`src/rtl/ov7670_capture.sv`:
```
// OV7670 receive path: registers the camera byte bus on PCLK, pairs bytes into RGB565
// pixels with linear frame-buffer addresses, and flags malformed frames.
module ov7670_capture #(
    parameter int H_ACTIVE = 640,
    parameter int V_ACTIVE = 480,
    parameter int ADDR_W   = 19
) (
    input  logic              in_clk,
    input  logic              rst_n,
    input  logic              capture_en,
    input  logic              cam_vsync,
    input  logic              cam_href,
    input  logic [7:0]        cam_data,
    output logic [15:0]       pix_data,
    output logic              pix_valid,
    output logic [ADDR_W-1:0] pix_addr,
    output logic              frame_start,
    output logic              frame_done,
    output logic              frame_err,
    output logic              busy
);

    // state  | meaning
    // S_IDLE | not capturing; waits for capture_en during vertical blanking
    // S_ARM  | armed in blanking; next vsync fall starts a captured frame
    // S_FRAME| capturing active video until vsync rises
    typedef enum logic [1:0] {S_IDLE, S_ARM, S_FRAME} state_t;

    localparam int XW = $clog2(H_ACTIVE + 1);
    localparam int YW = $clog2(V_ACTIVE + 1);

    state_t state, state_nx;

    logic              vs_q, hr_q, vs_d, hr_d;
    logic [7:0]        d_q;
    logic              vs_rise, vs_fall;
    logic              start_go, done_go;
    logic [XW-1:0]     x;
    logic [YW-1:0]     y;
    logic [YW-1:0]     y_fin;
    logic [ADDR_W-1:0] addr;
    logic [7:0]        hi;
    logic              phase;
    logic              sticky_err;
    logic              line_end, line_err, accept;

    always_ff @(posedge in_clk or negedge rst_n) begin
        if (!rst_n) begin
            vs_q <= 1'b0;
            hr_q <= 1'b0;
            d_q  <= 8'd0;
            vs_d <= 1'b0;
            hr_d <= 1'b0;
        end else begin
            vs_q <= cam_vsync;
            hr_q <= cam_href;
            d_q  <= cam_data;
            vs_d <= vs_q;
            hr_d <= hr_q;
        end
    end

    assign vs_rise = vs_q & ~vs_d;
    assign vs_fall = ~vs_q & vs_d;

    always_ff @(posedge in_clk or negedge rst_n) begin
        if (!rst_n) state <= S_IDLE;
        else        state <= state_nx;
    end

    always_comb begin
        state_nx = state;
        start_go = 1'b0;
        done_go  = 1'b0;
        case (state)
            S_IDLE:  if (capture_en && vs_q) state_nx = S_ARM;
            S_ARM: begin
                if (!capture_en) begin
                    state_nx = S_IDLE;
                end else if (vs_fall) begin
                    state_nx = S_FRAME;
                    start_go = 1'b1;
                end
            end
            S_FRAME: begin
                if (vs_rise) begin
                    state_nx = S_IDLE;
                    done_go  = 1'b1;
                end
            end
            default: state_nx = S_IDLE;
        endcase
    end

    // A vsync rise with href still high closes the open line in the same cycle.
    assign line_end = (state == S_FRAME) && hr_d && (!hr_q || vs_rise);
    assign line_err = phase || (x != XW'(H_ACTIVE));
    assign accept   = (x < XW'(H_ACTIVE)) && (y < YW'(V_ACTIVE));
    assign y_fin    = y + YW'(line_end && (x != '0));

    always_ff @(posedge in_clk or negedge rst_n) begin
        if (!rst_n) begin
            pix_data    <= 16'd0;
            pix_valid   <= 1'b0;
            pix_addr    <= '0;
            frame_start <= 1'b0;
            frame_done  <= 1'b0;
            frame_err   <= 1'b0;
            x           <= '0;
            y           <= '0;
            addr        <= '0;
            hi          <= 8'd0;
            phase       <= 1'b0;
            sticky_err  <= 1'b0;
        end else begin
            pix_valid   <= 1'b0;
            frame_start <= start_go;
            frame_done  <= done_go;
            if (start_go) begin
                x          <= '0;
                y          <= '0;
                addr       <= '0;
                hi         <= 8'd0;
                phase      <= 1'b0;
                sticky_err <= 1'b0;
            end else if (state == S_FRAME) begin
                if (line_end) begin
                    phase <= 1'b0;
                    x     <= '0;
                    // Realign to the next row base even when the line came up short.
                    if (x != '0) begin
                        y    <= y + YW'(1);
                        addr <= addr + ADDR_W'(H_ACTIVE) - ADDR_W'(x);
                    end
                    if (line_err) sticky_err <= 1'b1;
                end else if (hr_q && !vs_rise) begin
                    phase <= ~phase;
                    if (!phase) begin
                        hi <= d_q;
                    end else if (accept) begin
                        pix_data  <= {hi, d_q};
                        pix_valid <= 1'b1;
                        pix_addr  <= addr;
                        x         <= x + XW'(1);
                        addr      <= addr + ADDR_W'(1);
                    end else begin
                        sticky_err <= 1'b1;
                    end
                end
                if (done_go)
                    frame_err <= sticky_err || (line_end && line_err) ||
                                 (y_fin != YW'(V_ACTIVE));
            end
        end
    end

    assign busy = (state == S_FRAME);

endmodule
```
`config.mk`:
```
export PLATFORM = sky130hd
export DESIGN_NAME = ov7670_capture
export DESIGN_NICKNAME = d
export VERILOG_FILES = /design/src/rtl/ov7670_capture.sv
export SDC_FILE = /design/constraint.sdc
export NUM_CORES = 1
export LEC_CHECK = 0
export BUFFER_PORTS_ARGS = -buffer_cell sky130_fd_sc_hd__buf_2
export CAP_MARGIN = 30
export CORE_ASPECT_RATIO = 1.1
export CORE_MARGIN = 2
export CORE_UTILIZATION = 45
export CTS_CLUSTER_DIAMETER = 40
export DETAILED_ROUTE_END_ITERATION = 10
export PLACE_DENSITY_LB_ADDON = 0.12
export SYNTH_ARGS = -nofsm -noshare
export SYNTH_HDL_FRONTEND = slang
export SYNTH_SLANG_ARGS = --single-unit
```
`constraint.sdc`:
```
create_clock -name in_clk -period 3.3 [get_ports in_clk]
set_clock_uncertainty 0.05 [all_clocks]
set_input_delay 0.165 -clock in_clk [delete_from_list [all_inputs] [get_ports in_clk]]
set_output_delay 0.165 -clock in_clk [all_outputs]
set_load 0.02 [all_outputs]
```
[After elaboration in Yosys (flattened, before gate mapping)]
Index checks and enable logic that the tools add are counted.
Word-level totals
  bits in registers: 101
  output and inout bits: 40
Operators by class
  reduce and logical (&&, ||, !) cells: 31
  bitwise operators: 7
  equality and inequality tests: 12
  add/subtract/negate cells: 6
  magnitude comparators: 2
  muxes and demuxes: 49
Operators by type and width (count)
  19-bit 2-to-1 mux: 7
  10-bit 2-to-1 mux: 6
  8-bit 2-to-1 mux: 5
  9-bit 2-to-1 mux: 4
  1-bit 2-to-1 mux: 22
  19-bit by 1-bit adder with 19-bit output (second input constant): 1
  19-bit by 10-bit adder with 19-bit output (second input constant): 1
  19-bit by 10-bit subtractor with 19-bit output: 1
  10-bit by 1-bit adder with 10-bit output (second input constant): 1
  10-bit < comparator (second input constant): 1
  10-bit != test (second input constant): 1
  5-bit AND reduction: 2
  10-bit nonzero test: 1
  9-bit by 1-bit adder with 9-bit output: 1
  9-bit by 1-bit adder with 9-bit output (second input constant): 1
  9-bit < comparator (second input constant): 1
  9-bit != test (second input constant): 1
  3-bit AND reduction: 3
  3-bit nonzero test: 3
  2-bit 2-to-1 mux: 4
  4-bit AND reduction: 2
  2-bit nonzero test: 4
  1-bit logical AND: 7
  2-bit != test (second input constant): 3
  13 further kinds: 24

[Logic depth before layout (Yosys ltp)]
  depth in word-level cells: 8
  mapped depth: 13
  depth with buffers taken out: 13

[Worst setup path before layout]
OpenSTA, ideal clock, no wires.
  kind: register to register
  from: register x[1]
  to: register addr[17]
  data arrival time: 2536 ps
  clock period less this slack: 2709 ps
  setup time: 124 ps
  path slack: 591 ps
  cell stages (with the launch flop): 13
  cell sequence: dfrtp_1 > inv_1 > ha_1 > ha_1 > inv_1 > fa_1 > nand2b_1 > a21oi_1 > o21bai_1 > a21oi_1 > mux2i_1 > a2111oi_1 > a211o_1
On the way
  longest elaborated chain between the ends: 5
  elaborated cells on any way between the ends: 11
  classes of those cells: add/sub (1); order compare (1); eq/ne (1); mux (4); reduce/logical (4)
RTL lines
  from (decl): RTL line 38  | logic [XW-1:0] x;
  from (signal assigned): RTL line 144  | x <= x + XW'(1);
  19-bit by 10-bit subtractor with 19-bit output: RTL line 133  | addr <= addr + ADDR_W'(H_ACTIVE) - ADDR_W'(x);
  19-bit 2-to-1 mux: RTL line 131  | if (x != '0) begin
  19-bit 2-to-1 mux: RTL line 127  | if (line_end) begin
  19-bit 2-to-1 mux: RTL line 126  | end else if (state == S_FRAME) begin
  19-bit 2-to-1 mux: RTL line 119  | if (start_go) begin
  to (signal assigned): RTL line 133
  to (signal assigned): RTL line 145  | addr <= addr + ADDR_W'(1);
  to (decl): RTL line 41  | logic [ADDR_W-1:0] addr;
Parallel ways exist; a longest one is shown, timed or not. The select of a mux whose other input is x is not followed.
A chain may end at the register's enable or synchronous reset.

[Worst setup path after layout]
Same ends and word-level chain as after synthesis.

==> results.md <==
* Placer Congestion at 0.9151
* CTS Buffer Depth at 2
* RSZ-0062 raised after global routing: no
* Warning count from the yosys run at 0
* Unique masters post-synth at 56
* Bufs and invs on worst path at 2
* Sw Pwr at 2.018 mW
* Hold crit path type: input port to register
* Routed wire length at 13,320 um
* Via count at 4,563
* Pint at 2.968 mW
* Syn Inst Count at 616
* Port bufs at 52
* Crit Path Max Fanout at 5
* DRT iter0 DRCs at 371
* Fin cells at 838
* Maxcap violations at 0
* Hpwl dp at 9539 um
* CP delay by family, top: compound AO/OA/AOI/OAI gates
* Sw Share at 40.48%
* Static leakage at 3.177 nW
* Inst Count DP at 811
* Initial antenna violation count at 0
* Ys flop type: dfrtp_1
* Combinational Power Share at 43.2%
* Crit path cell chain: inv_1 > ha_1 > ha_1 > inv_1 > fa_1 > nand2b_1 > a21oi_1 > o21bai_1 > a21oi_1 > mux2i_1 > a2111oi_1 > a211o_1
* First-pass GRT wire length at 22,380 um
* WS Path Type: register to register
* Core box area at 12,030 um2
* Peak Freq at 329.7 MHz
* Clock sink count at 101
* CTS H-Tree Depth at 3
* Crit path largest cell delay at 410 ps
* DRT Pass-1 Iters at 4
* Slew HR at 37.37%
* Total gr overflow at 0
* Reg2reg setup slack at 270 ps
* Post-synth ARST share at 100.0%
* Clock transition at path regs at 70 ps
* Syn nets at 670
* Sequential share of power at 36.4%
* Status: finished clean
* Max VDD drop at 0.0004344 V
* Clk network pwr share at 20.4%
* CTS root buf: clkbuf_16
* Final setup vio count at 0
* Vias in the first global route at 4,476
* Final Cell Area at 6370 um2
* Die height at 120.3 um
* Layout cells sized above 1 at 13.45%
* Num CTS Buffers at 9
* Pwr Density at 782.8 nW/um2
* Layout area overhead at 15.08%
* Antenna Cells at 0
* Nets at 733
* Die Wd at 109.7 um
* Startpoint types: register
* Vias per Instance at 5.445
* Top post-synthesis cells by area: dfrtp_1 (46%), ha_1 (9.0%), nand2_1 (8.3%)
* Area leader, netlist: dfrtp_1
* Post-synth top cells: nand2_1 (123), dfrtp_1 (101), o21ai_0 (49), nor2_1 (44), ha_1 (40)
* Final ANT Viol Nets at 0
* Row count at 42
* Max-slew violation count at 0
* Final hold violations at 0
* Crit-path slowest cell: dfrtp_1
* Top cell type's share of synthesized area at 45.66%
* Die Area at 13,200 um2
* Top-count cell post-synth: nand2_1
* TritonCTS clock tree: built
* Tightest Pin Transition at 935.9 ps
* Top-Level Pins at 53
* Req. time, crit path at 3500 ps
* Post-DP Area at 5981 um2
* Fin util at 52.93%
* Drt drc at 0
* Number of enable flip-flop cells after synthesis at 0
* Synthesized area at 5535 um2
* Initial Util at 46.00%
* Largest net degree at the start of global routing at 54
* Fin crit share at 91.91%
* Seq cells post-synth at 101
* Drt wl/cell at 15.89 um
* Crit path DAT at 3230 ps
* Clock Latency Late Sink at 350 ps
* GR Util All Layers at 21.65%
* Sequential area share after synthesis at 45.66%
* Endpoint type of the worst setup path: register
* Syn_area_per_cell at 8.986 um2
* Tmin final at 3033 ps
* Post-Route Setup TNS at 0 ps
final cells by class:
type                    count  area [um2]
well taps                 154       192.7
flip-flops and latches    101        2527
repair buffers             74       455.4
clock buffers              11       242.7
fillers                  1135        5664
multi-input cells         455        2773
clock inverters             5       36.28
inverters                  38       142.6
metal layers:
metal	share of wire [%]	global-route usage [%]	vias up
met4	2.0	9.810	0
met3	5.5	2.426	16
met5	0	0	-
met2	47	33.56	124
li1	-	-	2245
met1	46	30.29	2178
logic make-up (layout without fill, tap and decap cells):
logic type                 count (synthesis)  in the layout  share of synthesized area [%]
AOI/OAI and AO/OA                        130            130                          14.47
xor gates and xnor gates                  30             30                          4.882
adders and majority gates                 41             41                          9.403
buffers and inverters                     60            128                          4.250
DFF                                      101            101                          45.66
muxes                                      3              3                         0.5425
and+or+nand+nor                          251            251                          20.80
repair_timing:
action                    CTS  global route
gates resized for setup     0             0
hold endpoints to repair   61             0
hold buffers               11             0
setup buffers               0             0
per-stage QoR:
step                hold slack [ps]  setup slack, ps  total power, mW
floorplan                    -180.6            590.6            3.395
global placement              186.5            397.4            3.891
detailed placement            185.9            290.9            3.954
CTS                           2.082            275.0            4.996
global route                  24.96            31.22            5.378
finish                        6.290            266.8            4.986
final timing paths:
kind	end	cells after the start	startpoint
min in group asynchronous	frame_start	2	rst_n
hold / removal	state[0]	3	capture_en
hold reg to reg	vs_d	0	vs_q
setup / recovery	addr[17]	12	x[1]
setup reg to reg	addr[17]	12	x[1]
max in group asynchronous	pix_addr[0]	3	rst_n
power groups by stage:
| stage | Clock, mW | Sequential (mW) | Combinational, mW |
|---|---|---|---|
| after floorplan | 0 | 1.89 | 1.51 |
| after global placement | 0 | 1.82 | 2.07 |
| after detailed placement | 0 | 1.84 | 2.12 |
| after CTS | 1.04 | 1.82 | 2.14 |
| after global routing | 1.08 | 1.87 | 2.44 |
| final | 1.02 | 1.82 | 2.15 |
sequential cells by signal, indices dropped and copies added (netlist names):
| name | count |
|---|---|
| frame_err | 1 |
| d_q | 8 |
| x | 10 |
| pix_data | 16 |
| hr_d | 1 |
| addr | 19 |
| sticky_err | 1 |
| hr_q | 1 |
| pix_valid | 1 |
| frame_start | 1 |
| frame_done | 1 |
| phase | 1 |
| vs_d | 1 |
| pix_addr | 19 |
| state | 2 |
| hi | 8 |
| vs_q | 1 |
| y | 9 |
cell usage in the layout, fill, tap and decap left out, types with 2 or more instances in the layout:
cell type        n
o221ai_1         4
o21a_1           4
mux2i_1          3
o32a_1           2
o22ai_1          3
buf_4           12
buf_2           51
and2_1           2
a22oi_1          4
o31ai_1          4
nor4_1           4
or2_2            2
xnor2_1         18
clkinv_4         3
a21o_1          11
nor2_1          44
inv_2            3
a31oi_1          7
nand2_1        123
o21ai_0         49
and3_1           5
o21bai_1         2
dlygate4sd3_1   11
clkinv_2         2
ha_1            40
xor2_1          11
nor3_1          11
dfrtp_1        101
o211ai_1         3
clkbuf_16        9
a21oi_1         26
nand2b_1         7
inv_1           35
or3_1            2
nand4_1         15
nand3b_1         2
nand3_1         24
worst min-delay path: cells and delay by family:
| family | cells | cell delay (ps) |
|---|---|---|
| buffers and inverters | 1 | 100 |
| AND/OR/NAND/NOR | 2 | 110 |
Note: power is estimated with default switching activity, not from simulation.
